--- src/rtl/registre_piso_pkg.sv ---
// Shared definitions for the parallel-in/serial-out shifter: default word width
// and the two-state shifter encoding.
package registre_piso_pkg;

  localparam int WIDTH_DEFAULT = 8;

  typedef enum logic {
    SHIFT_IDLE = 1'b0,
    SHIFT_RUN  = 1'b1
  } shift_state_e;

endpackage

--- src/rtl/registre_piso_bascule_d_rst.sv ---
// One storage bit of the shifter: D flip-flop, async active-high reset to 0,
// true and complemented outputs.
module bascule_d_rst (
  input  logic clk_i,
  input  logic rst_i,
  input  logic d_i,
  output logic q_o,
  output logic qbar_o
);

  logic q_q;

  always_ff @(posedge clk_i or posedge rst_i) begin
    if (rst_i) q_q <= 1'b0;
    else       q_q <= d_i;
  end

  assign q_o    = q_q;
  assign qbar_o = ~q_q;

endmodule

--- src/rtl/registre_piso.sv ---
// Parallel-in/serial-out register: accepts a WIDTH-bit word when idle, shifts it
// out LSB first over WIDTH cycles, then pulses done for one cycle (WIDTH+1 per word).
module registre_piso
  import registre_piso_pkg::*;
#(
  parameter int WIDTH = WIDTH_DEFAULT
) (
  input  logic             clk,
  input  logic             rst,
  input  logic             in_valid,
  output logic             in_ready,
  input  logic [WIDTH-1:0] in_data,
  output logic             s1,
  output logic             s2,
  output logic             busy,
  output logic             done
);

  localparam int CNT_W = $clog2(WIDTH);

  shift_state_e     state_q, state_d;
  logic [CNT_W-1:0] cnt_q, cnt_d;
  logic             done_q, done_d;
  logic [WIDTH-1:0] sr_d, sr_q, sr_qbar;

  always_ff @(posedge clk or posedge rst) begin
    if (rst) begin
      state_q <= SHIFT_IDLE;
      cnt_q   <= '0;
      done_q  <= 1'b0;
    end else begin
      state_q <= state_d;
      cnt_q   <= cnt_d;
      done_q  <= done_d;
    end
  end

  always_comb begin
    state_d = state_q;
    cnt_d   = cnt_q;
    done_d  = 1'b0;
    sr_d    = sr_q;
    case (state_q)
      SHIFT_IDLE: begin
        if (in_valid) begin
          state_d = SHIFT_RUN;
          cnt_d   = CNT_W'(WIDTH - 1);
          sr_d    = in_data;
        end
      end
      SHIFT_RUN: begin
        if (cnt_q == '0) begin
          state_d = SHIFT_IDLE;
          done_d  = 1'b1;
          sr_d    = '0;
        end else begin
          cnt_d = cnt_q - CNT_W'(1);
          // Shift right; upper bits come from the complemented flop outputs.
          sr_d  = {1'b0, ~sr_qbar[WIDTH-1:1]};
        end
      end
      default: state_d = SHIFT_IDLE;
    endcase
  end

  for (genvar i = 0; i < WIDTH; i++) begin : g_bit
    bascule_d_rst u_bit (
      .clk_i  (clk),
      .rst_i  (rst),
      .d_i    (sr_d[i]),
      .q_o    (sr_q[i]),
      .qbar_o (sr_qbar[i])
    );
  end

  assign in_ready = (state_q == SHIFT_IDLE);
  assign busy     = ~in_ready;
  assign s1       = busy & sr_q[0];
  assign s2       = in_ready | sr_qbar[0];
  assign done     = done_q;

endmodule

--- config.mk ---
export PLATFORM = sky130hd
export DESIGN_NAME = registre_piso
export DESIGN_NICKNAME = d
export VERILOG_FILES = /design/src/rtl/registre_piso_pkg.sv /design/src/rtl/registre_piso_bascule_d_rst.sv /design/src/rtl/registre_piso.sv
export SDC_FILE = /design/constraint.sdc
export NUM_CORES = 1
export LEC_CHECK = 0
export CELL_PAD_IN_SITES_DETAIL_PLACEMENT = 2
export CELL_PAD_IN_SITES_GLOBAL_PLACEMENT = 2
export CORE_UTILIZATION = 25
export CTS_CLUSTER_SIZE = 16
export DETAILED_ROUTE_END_ITERATION = 7
export PLACE_DENSITY = 0.66
export REMOVE_ABC_BUFFERS = 1
export SLEW_MARGIN = 20
export SYNTH_ARGS = -nofsm -noshare
export SYNTH_HDL_FRONTEND = slang
export SYNTH_SLANG_ARGS = --single-unit
--- constraint.sdc ---
create_clock -name clk -period 1.61 [get_ports clk]
set_input_delay 0.322 -clock clk [delete_from_list [all_inputs] [get_ports clk]]
set_output_delay 0.322 -clock clk [all_outputs]
set_load 0.03 [all_outputs]
==> results of run 1 <==
## metrics by stage
stage               hold slack (ps)  worst slack (ps)   util
detailed placement              470               194  0.354
global route                    428              16.7  0.365
floorplan                       199              -106      -
global placement                467               223  0.354
finish                          378               128  0.365
CTS                             393              92.8  0.365
## critical path, delay by kind of cell (launching register included)
family        cells  cell delay, ps
flops             1             540
simple gates      1             120
buf+inv           2             220
## logic make-up (layout without fill, tap and decap cells)
logic type      Yosys count  count (layout)  synth area share
mux                       8               8             0.128
buf+inv                   7              27            0.0561
simple gates              9               9            0.0882
fa+ha+maj                 2               2            0.0401
flops                    13              13             0.521
compound gates           11              11             0.166
## synth_stat cells (all sizes together)
library cell and instances:
a221o 1, nor2b 1, o2bb2ai 7, inv 5, o22a 1, nor3 1, dfrtp 13, ha 2
a21oi 1, mux2i 8, nor2 3, a2bb2oi 1, nand2 3, and2 1, buf 2
## layout by cell type (no fill, tap or decap)
| cell type | instances |
|---|---|
| clkdlybuf4s50_1 | 10 |
| nand2_1 | 3 |
| nor2b_4 | 1 |
| nor2_1 | 2 |
| dfrtp_1 | 13 |
| ha_1 | 2 |
| buf_4 | 7 |
| nor2_4 | 1 |
| a21oi_2 | 1 |
| and2_1 | 1 |
| clkbuf_4 | 3 |
| o22a_1 | 1 |
| o2bb2ai_1 | 7 |
| dlygate4sd2_1 | 1 |
| nor3_1 | 1 |
| inv_1 | 4 |
| inv_2 | 1 |
| a2bb2oi_2 | 1 |
| mux2i_1 | 8 |
| a221o_1 | 1 |
| clkbuf_1 | 1 |
## metal layers
metal / GRT usage / vias to the layer above
li1: - / 219
met1: 0.134 / 220
met2: 0.192 / 13
met3: 0.0409 / 0
met4: 0.0676 / 0
met5: 0 / -
## how the worst max path moves through the flow
stage	start	endpoint	slack (ps)	depth (start not counted)
floorplan	busy	s1	-110	2
global placement	in_valid	cnt_q[0]	220	5
detailed placement	in_valid	cnt_q[0]	190	5
CTS	busy	s1	90	3
global route	busy	s1	20	3
finish	busy	s1	130	3
## final cells by class
type                            instances  area (µm²)  share of cell area
Clock buffer                            4        26.3              0.0316
Inverter                                5        18.8              0.0226
Tap cell                               28        35.0              0.0422
Sequential cell                        13         325               0.392
Timing Repair Buffer                   18         161               0.194
Multi-Input combinational cell         30         264               0.318
## power by group
| group | internal, µW | switching, µW | total (µW) |
|---|---|---|---|
| Sequential | 455 | 109 | 564 |
| Clock | 96.0 | 110 | 206 |
| Combinational | 305 | 359 | 664 |
## sequential cells by signal, indices dropped and copies added (netlist names)
name	flops
done	1
busy	1
cnt_q	3
g_bit.u_bit.q_o	8
==> summary.md, run 1 <==
| Metric | Value |
|---|---|
| Status | `finished, final reports clean` |
| Row count | `17` |
| Non-filler cells, final | `98` |
| RSZ-0062 raised after global routing | `no` |
| Reg2reg end | `cnt_q[0]` |
| Fillers | `252` |
| Post-route minimum period | `1480 ps` |
| # H-tree levels | `1` |
| Crit-path max FO | `10` |
| CTS Root Cell | `clkbuf_4` |
| Final setup vio count | `0` |
| Grt ovf | `0` |
| Pwr/cell area | `1730 nW/µm²` |
| Vias | `452` |
| Layout cell share with drive strength beyond 1 | `0.214` |
| Dpl hpwl | `1040 µm` |
| Worst-Skew Late Latency | `270 ps` |
| Req. time, crit path | `1290 ps` |
| Routability Congestion | `0.663` |
| Number of remaining DRC errors | `0` |
| Post-CTS sizing | `1` |
| Clk_skew | `0.551 ps` |
| Initial core utilization | `0.274` |
| Max_cap viols | `0` |
| CTS tree | `yes` |
| Yosys top cell area share | `0.521` |
| Post-synth cell types | `18` |
| CTS sink cnt | `13` |
| DIE WIDTH | `52.0 µm` |
| Met2 Routed Length | `631 µm` |
| Startpoint types | `register` |
| Top sig layer | `met3` |
| VDD IR-drop max | `0.541 mV` |
| Max Root-Sink Buffers | `2` |
| All-Layer GR Usage | `0.119` |
| Pins over their slew limit | `0` |
| Placed cells | `94` |
| Max incr delay on CP | `540 ps` |
| DR pass1 iterations | `2` |
| Critical Path, Cell by Cell | `nand2_1 > inv_1 > buf_4` |
| Area contributors post-synth | `dfrtp_1, mux2i_1, o2bb2ai_1, ha_1, a2bb2oi_2` |
| Final TNS setup | `0 ps` |
| Critical path's slowest cell | `dfrtp_1` |
| Fin crit share | `0.920` |
| DP Area | `806 µm²` |
| Num ports | `16` |
| Vias in the first global route | `509` |
| Die Y-Extent | `52.0 µm` |
| F_max | `675 MHz` |
| Die area | `2700 µm²` |
| Post-Synthesis Cells | `50` |
| Mapped Avg Cell Area | `12.5 µm²` |
| First DRT Iteration DRCs | `2` |
| Metal3 WL | `75 µm` |
| Syn. warnings | `0` |
| ANT cells | `0` |
| DR WL/cell | `13.6 µm` |
| Hold buffer count at cts | `0` |
| Tot Pwr | `1430 µW` |
| Crit path kind | `reg -> out` |
| Critical Path AT | `1160 ps` |
| Initial antenna violation count | `0` |
| First-pass GRT wire length | `2260 µm` |
| Largest net degree at the start of global routing | `14` |
| Worst R2R Start | `cnt_q[0]` |
| Setup bufs post-CTS | `0` |
| Post-route ant nets | `0` |
| Worst Hold Class | `in -> async` |
| Relative slew slack | `0.650` |
| Fin area | `831 µm²` |
| Met1 wire length | `628 µm` |
| P&R area growth vs syn | `33.1%` |
| Post-detailed-route via-to-cell ratio | `4.61` |
| Tightest Pin Transition | `524 ps` |
| Cell Area, Synth | `624 µm²` |
| Area leader, netlist | `dfrtp_1` |
| Flop-to-flop setup slack | `310 ps` |
| Port buffer count | `15` |
| Net count reported at finish | `84` |
| TritonCTS Buffers | `3` |
| R2R cell count | `5` |
| Final hold vios | `0` |
| Lkg Pwr | `0.000398 µW` |
| CORE AREA | `2280 µm²` |
| Yosys reg bits | `13` |
| Worst-path clk slew | `80 ps` |
| Post-synthesis sequential area ratio | `0.521` |
| DRT Wirelength | `1330 µm` |
| Crit. End Element | `primary output` |
(Power assumes the default switching activity.)
==> inputs of run 2 (changes only) <==
Settings changed: CORE_ASPECT_RATIO set to 1.4, RECOVER_POWER set to 100.
==> run 2 against run 1 <==
Against the previous run:
- count of clock-buffer cells in the layout is the same
- sequential power shrank 4.8%
- critical path depth is the same
- register-to-register slack lost 70 ps
- setup slack gained 22 ps
- flip-flop and latch count is the same
- hold slack gained 110 ps
- cell area shrank 1.8%
- wire length shrank 0.82%
- utilization shrank 2.0 points
- first-iteration DRC count grew to 3.0 times the previous value
- maximum frequency grew 1.5%
- largest power group unchanged
==> summary.md, run 2 (synthesized netlist as in run 1, its figures left out) <==
| Metric | Value |
|---|---|
| CTS sink cnt | `13` |
| Final TNS setup | `0 ps` |
| DR WL/cell | `14.4 µm` |
| Initial antenna violation count | `0` |
| Fillers | `263` |
| Clock network power share | `0.142` |
| VDD IR-drop max | `0.654 mV` |
| F_max | `685 MHz` |
| Grt ovf | `0` |
| Final core utilization | `0.345` |
| Critical Path AT | `1140 ps` |
| CP startpoint | `busy` |
| Met3 GRT Util | `0.0205` |
| DR pass1 iterations | `5` |
| Non-filler cells, final | `92` |
| Worst-path clk slew | `80 ps` |
| Max Root-Sink Buffers | `2` |
| ANT cells | `0` |
| Routability Congestion | `0.668` |
| RSZ-0062 raised after global routing | `no` |
| Commonest non-fill, non-tap cell in the layout | `dfrtp_1` |
| GR Util met1 | `0.130` |
| TritonCTS Buffers | `3` |
| Setup WS post-layout | `151 ps` |
| Post-route ant nets | `0` |
| Vias | `461` |
| # H-tree levels | `1` |
| Die Y-Extent | `61.1 µm` |
| Row count | `21` |
| Hold_sp | `g_bit[4].u_bit.q_o` |
| Lkg Pwr | `0.000389 µW` |
| Final hold vios | `0` |
| Setup bufs post-CTS | `0` |
| Layout cell share with drive strength beyond 1 | `0.159` |
| Fin crit share | `0.906` |
| Initial core utilization | `0.264` |
| Final setup vio count | `0` |
| Worst-Skew Late Latency | `270 ps` |
| Tightest Pin Transition | `504 ps` |
| Worst R2R Start | `cnt_q[0]` |
| DRT Wirelength | `1320 µm` |
| Crit path kind | `reg -> out` |
| CORE AREA | `2360 µm²` |
| Net count reported at finish | `83` |
| Pins over their slew limit | `0` |
| First DRT Iteration DRCs | `6` |
| P&R area growth vs syn | `30.7%` |
| Port buffer count | `15` |
| Worst Hold Class | `reg -> reg` |
| Number of remaining DRC errors | `0` |
| Largest net degree at the start of global routing | `16` |
| NetSw | `554 µW` |
| All-Layer GR Usage | `0.117` |
| Max_cap viols | `0` |
| CTS tree | `yes` |
| Status | `finished, final reports clean` |
| GR Util met2 | `0.208` |
| Worst slack, placed | `159 ps` |
| Post-detailed-route via-to-cell ratio | `5.01` |
| Placed cells | `88` |
| Most Used Layer, Global Route | `met2` |
| Post-route minimum period | `1460 ps` |
| Vias in the first global route | `514` |
| Num ports | `16` |
| Max reg flops | `8` |
| Crit. End Element | `primary output` |
| Dpl hpwl | `981 µm` |
| Startpoint types | `register` |
| Req. time, crit path | `1290 ps` |
| DIE WIDTH | `44.2 µm` |
| Sw Ratio | `0.400` |
| First-pass GRT wire length | `2290 µm` |
| Pwr/cell area | `1700 nW/µm²` |
| Relative slew slack | `0.663` |
| Clk_skew | `3.42 ps` |
| Crit-path max FO | `15` |
| CTS Root Cell | `clkbuf_4` |
| Die area | `2700 µm²` |
| Commonest non-fill, non-tap cells in the layout | `dfrtp_1, clkdlybuf4s50_1, mux2i_1` |
| Int Pwr | `831 µW` |
| Combinational Power Share | `0.470` |
| Reg power frac | `0.388` |
==> run 2: cell count changes in the layout (fill, tap and decap cells not counted), sizes merged <==
cell	previous run	this run
clkdlybuf4s50	10	9
dlygate4sd3	0	1
buf	7	3
clkbuf	4	6
dlygate4sd2	1	2
==> run 2: stage by stage <==
step	instance area (µm²)	power (µW)	hold WS, ps
after floorplan	608	1010	199
after global placement	807	1250	459
after detailed placement	807	1260	476
after CTS	831	1460	396
after global routing	816	1520	529
final	816	1390	488
==> run 2: critical path, cell delays in order, from the launching register on <==
cell and delay [ps]:
dfrtp_1 390, buf_4 200, inv_2 90, clkbuf_2 200
==> run 2: power by group through the flow <==
stage               Combinational (µW)  Sequential (µW)  Clock (µW)
finish                             651              537         197
CTS                                708              539         212
detailed placement                 719              545           0
global placement                   700              545           0
global route                       732              562         227
floorplan                          415              599           0
==> run 2: final timing paths <==
check	end	slack, ps	cells past startpoint
max	in_ready	150	3
min	g_bit[3].u_bit.q_o	490	1
max reg2reg	g_bit[6].u_bit.q_o	240	5
min reg2reg	g_bit[3].u_bit.q_o	490	1
max in group asynchronous	g_bit[2].u_bit.q_o	760	2
min in group asynchronous	g_bit[6].u_bit.q_o	520	2
==> run 2: repair_timing <==
action / CTS / global route
hold buffers: 0 / 0
setup endpoints to repair: 2 / 0
resized for setup: 2 / 0
==> run 2: final cells by class <==
class                           instances  area (µm²)  share of cell area
Timing Repair Buffer                   17         161               0.198
Multi-Input combinational cell         30         255               0.313
Sequential cell                        13         325               0.399
Inverter                                5        18.8              0.0230
Clock buffer                            4        26.3              0.0322
Tap cell                               23        28.8              0.0353
==> run 2: layer usage <==
metal | part of all wire | up-vias | routed length (µm)
li1 | - | 218 | -
met5 | 0 | - | 0
met1 | 0.42 | 228 | 558
met3 | 0.050 | 2 | 66
met4 | 0.0030 | 0 | 4
met2 | 0.52 | 13 | 693
==> inputs of run 3 (changes only) <==
Settings changed: GPL_TIMING_DRIVEN set to 0, PLACE_DENSITY 0.66 to 0.69, SYNTH_HIERARCHICAL set to 1.
==> run 3 against run 2 <==
Against the previous run:
- setup slack worse by 81 ps
- synthesized cell count up 32%
- flip-flop and latch count unchanged
- register-to-register slack worse by 30 ps
- first-iteration DRC count down 33%
- critical path depth down 1
- maximum frequency down 5.3%
- wire length up 14%
- non-clock buffer count unchanged
- cell area up 6.0%
- die area up 3.3%
- area after synthesis up 3.4%
==> summary.md, run 3 <==
| Metric | Value |
|---|---|
| Status | `finished, final reports clean` |
| DR pass1 iterations | `3` |
| First-pass GRT wire length | `2620 µm` |
| Cell Area, Synth | `646 µm²` |
| DR WL/cell | `12.7 µm` |
| Yosys reg bits | `13` |
| Vias | `512` |
| Combinational Power Share | `0.467` |
| RSZ-0062 raised after global routing | `no` |
| Post-route minimum period | `1540 ps` |
| Pwr/cell area | `1620 nW/µm²` |
| Setup WS post-layout | `69.5 ps` |
| Final hold vios | `0` |
| CTS sink cnt | `13` |
| NetSw | `568 µW` |
| Net count reported at finish | `99` |
| Commonest non-fill, non-tap cells in the layout | `inv_1, dfrtp_1, mux2i_1, clkdlybuf4s50_1, o22ai_1` |
| Worst Hold Class | `in -> async` |
| ANT cells | `0` |
| Die area | `2790 µm²` |
| Num ports | `16` |
| CTS tree | `yes` |
| Commonest non-fill, non-tap cell in the layout | `inv_1` |
| Req. time, crit path | `1290 ps` |
| Die Y-Extent | `62.1 µm` |
| Cell with the most instances after synthesis | `inv_1` |
| Worst-path clk slew | `90 ps` |
| P&R area growth vs syn | `33.9%` |
| Clock network power share | `0.141` |
| TritonCTS Buffers | `3` |
| Hold buffer count at cts | `0` |
| Critical path's slowest cell | `dfrtp_2` |
| Routability Congestion | `0.670` |
| Post-route ant nets | `0` |
| Worst-Skew Late Latency | `270 ps` |
| Post-Synthesis Cells | `66` |
| WP buf/inv | `1` |
| Most frequent cells after synthesis | `inv_1, dfrtp_1, mux2i_1` |
| VDD IR-drop max | `0.472 mV` |
| Post-synth top flop | `dfrtp_1` |
| Lkg Pwr | `0.000438 µW` |
| Number of remaining DRC errors | `0` |
| Critical Path, Cell by Cell | `and2_1 > clkdlybuf4s15_1` |
| Row count | `21` |
| CP delay by family, top | `flip-flops` |
| Post-synth cell types | `16` |
| Fin crit share | `0.957` |
| Max incr delay on CP | `460 ps` |
| Relative slew slack | `0.601` |
| Fillers | `284` |
| Grt ovf | `0` |
| Dpl hpwl | `1120 µm` |
| Clk_skew | `8.97 ps` |
| Post-synth EDFFs | `0` |
| Area leader, netlist | `dfrtp_1` |
| Yosys top cell area share | `0.504` |
| Post-synthesis sequential area ratio | `0.504` |
| DRT Wirelength | `1510 µm` |
| Crit. End Element | `primary output` |
| Crit-path max FO | `7` |
| Largest net degree at the start of global routing | `11` |
| Sw Ratio | `0.406` |
| CTS Root Cell | `clkbuf_4` |
| Max reg flops | `8` |
| Post-synth ARST share | `1.00` |
| DIE WIDTH | `45.0 µm` |
| Pins over their slew limit | `0` |
| Vias in the first global route | `590` |
| Critical Path AT | `1220 ps` |
| CORE AREA | `2420 µm²` |
| Syn. warnings | `6` |
| Startpoint types | `register` |
| Crit path kind | `reg -> out` |
| Layout cell share with drive strength beyond 1 | `0.106` |
| Int Pwr | `830 µW` |
| Max Root-Sink Buffers | `2` |
| # H-tree levels | `1` |
| Post-detailed-route via-to-cell ratio | `4.30` |
| F_max | `649 MHz` |
| Max_cap viols | `0` |
| First DRT Iteration DRCs | `4` |
| Initial core utilization | `0.267` |
| Port buffer count | `15` |
| Tightest Pin Transition | `596 ps` |
| Worst slack, placed | `-244 ps` |
| All-Layer GR Usage | `0.128` |
| Area contributors post-synth | `dfrtp_1, inv_1, mux2i_1, o22ai_1, ha_1` |
| Mapped Avg Cell Area | `9.78 µm²` |
| Reg power frac | `0.393` |
| Initial antenna violation count | `0` |
| Final setup vio count | `0` |
| Final core utilization | `0.358` |
-- run 3: metal layers --
layer | up-vias | GRT usage | wire, µm
met4 | 0 | 0.0455 | 12
met2 | 12 | 0.226 | 802
met3 | 2 | 0.0262 | 64
met5 | - | 0 | 0
met1 | 251 | 0.143 | 631
li1 | 247 | - | -
-- run 3: path summary, 6_finish.rpt --
kind                       depth (start not counted)  slack [ps]  startpoint                 end
setup reg to reg                                   5         210    cnt_q[0]            cnt_q[0]
max in group asynchronous                          2         820         rst                busy
min in group clk                                   1         520    cnt_q[1]            cnt_q[1]
setup / recovery                                   2          70        busy                  s1
hold / removal                                     2         500         rst  g_bit[6].u_bit/q_o
hold reg to reg                                    1         520    cnt_q[1]            cnt_q[1]
-- run 3: repair_timing --
action,4_1_cts,5_1_grt
cloned,0,0
setup endpoints to repair,4,3
resized for setup,5,3
buffers inserted,2,0
-- run 3: cells by family after synthesis --
kind of cell,Yosys count,synth area share
and+or+nand+nor,7,0.0504
DFF,13,0.504
adders and majority gates,2,0.0388
AOI/OAI and AO/OA,11,0.124
buffers and inverters,24,0.141
muxes,9,0.141
-- run 3: stage by stage --
step                power (µW)  instance area, µm²  hold slack [ps]  TNS (ps)  instances
global placement          1200                 830              494     -1510        113
floorplan                  980                 637             50.7         0         64
global route              1530                 865              497         0        119
finish                    1400                 865              500         0        119
detailed placement        1220                 830              510     -1880        113
CTS                       1430                 868              421         0        119
-- run 3: cell type report --
class	count	area (µm²)	area share
Sequential cell	13	327	0.378
Multi-Input combinational cell	29	229	0.265
Timing Repair Buffer	17	156	0.181
Inverter	22	82.6	0.0955
Tap cell	34	42.5	0.0492
Clock buffer	3	22.5	0.0260
Clock inverter	1	5.00	0.00579
-- run 3: power groups by stage --
| stage | clock network, µW | registers, µW | logic, µW |
|---|---|---|---|
| after floorplan | 0 | 588 | 392 |
| after global placement | 0 | 581 | 617 |
| after detailed placement | 0 | 585 | 636 |
| after CTS | 211 | 555 | 667 |
| after global routing | 222 | 575 | 730 |
| final | 197 | 549 | 652 |
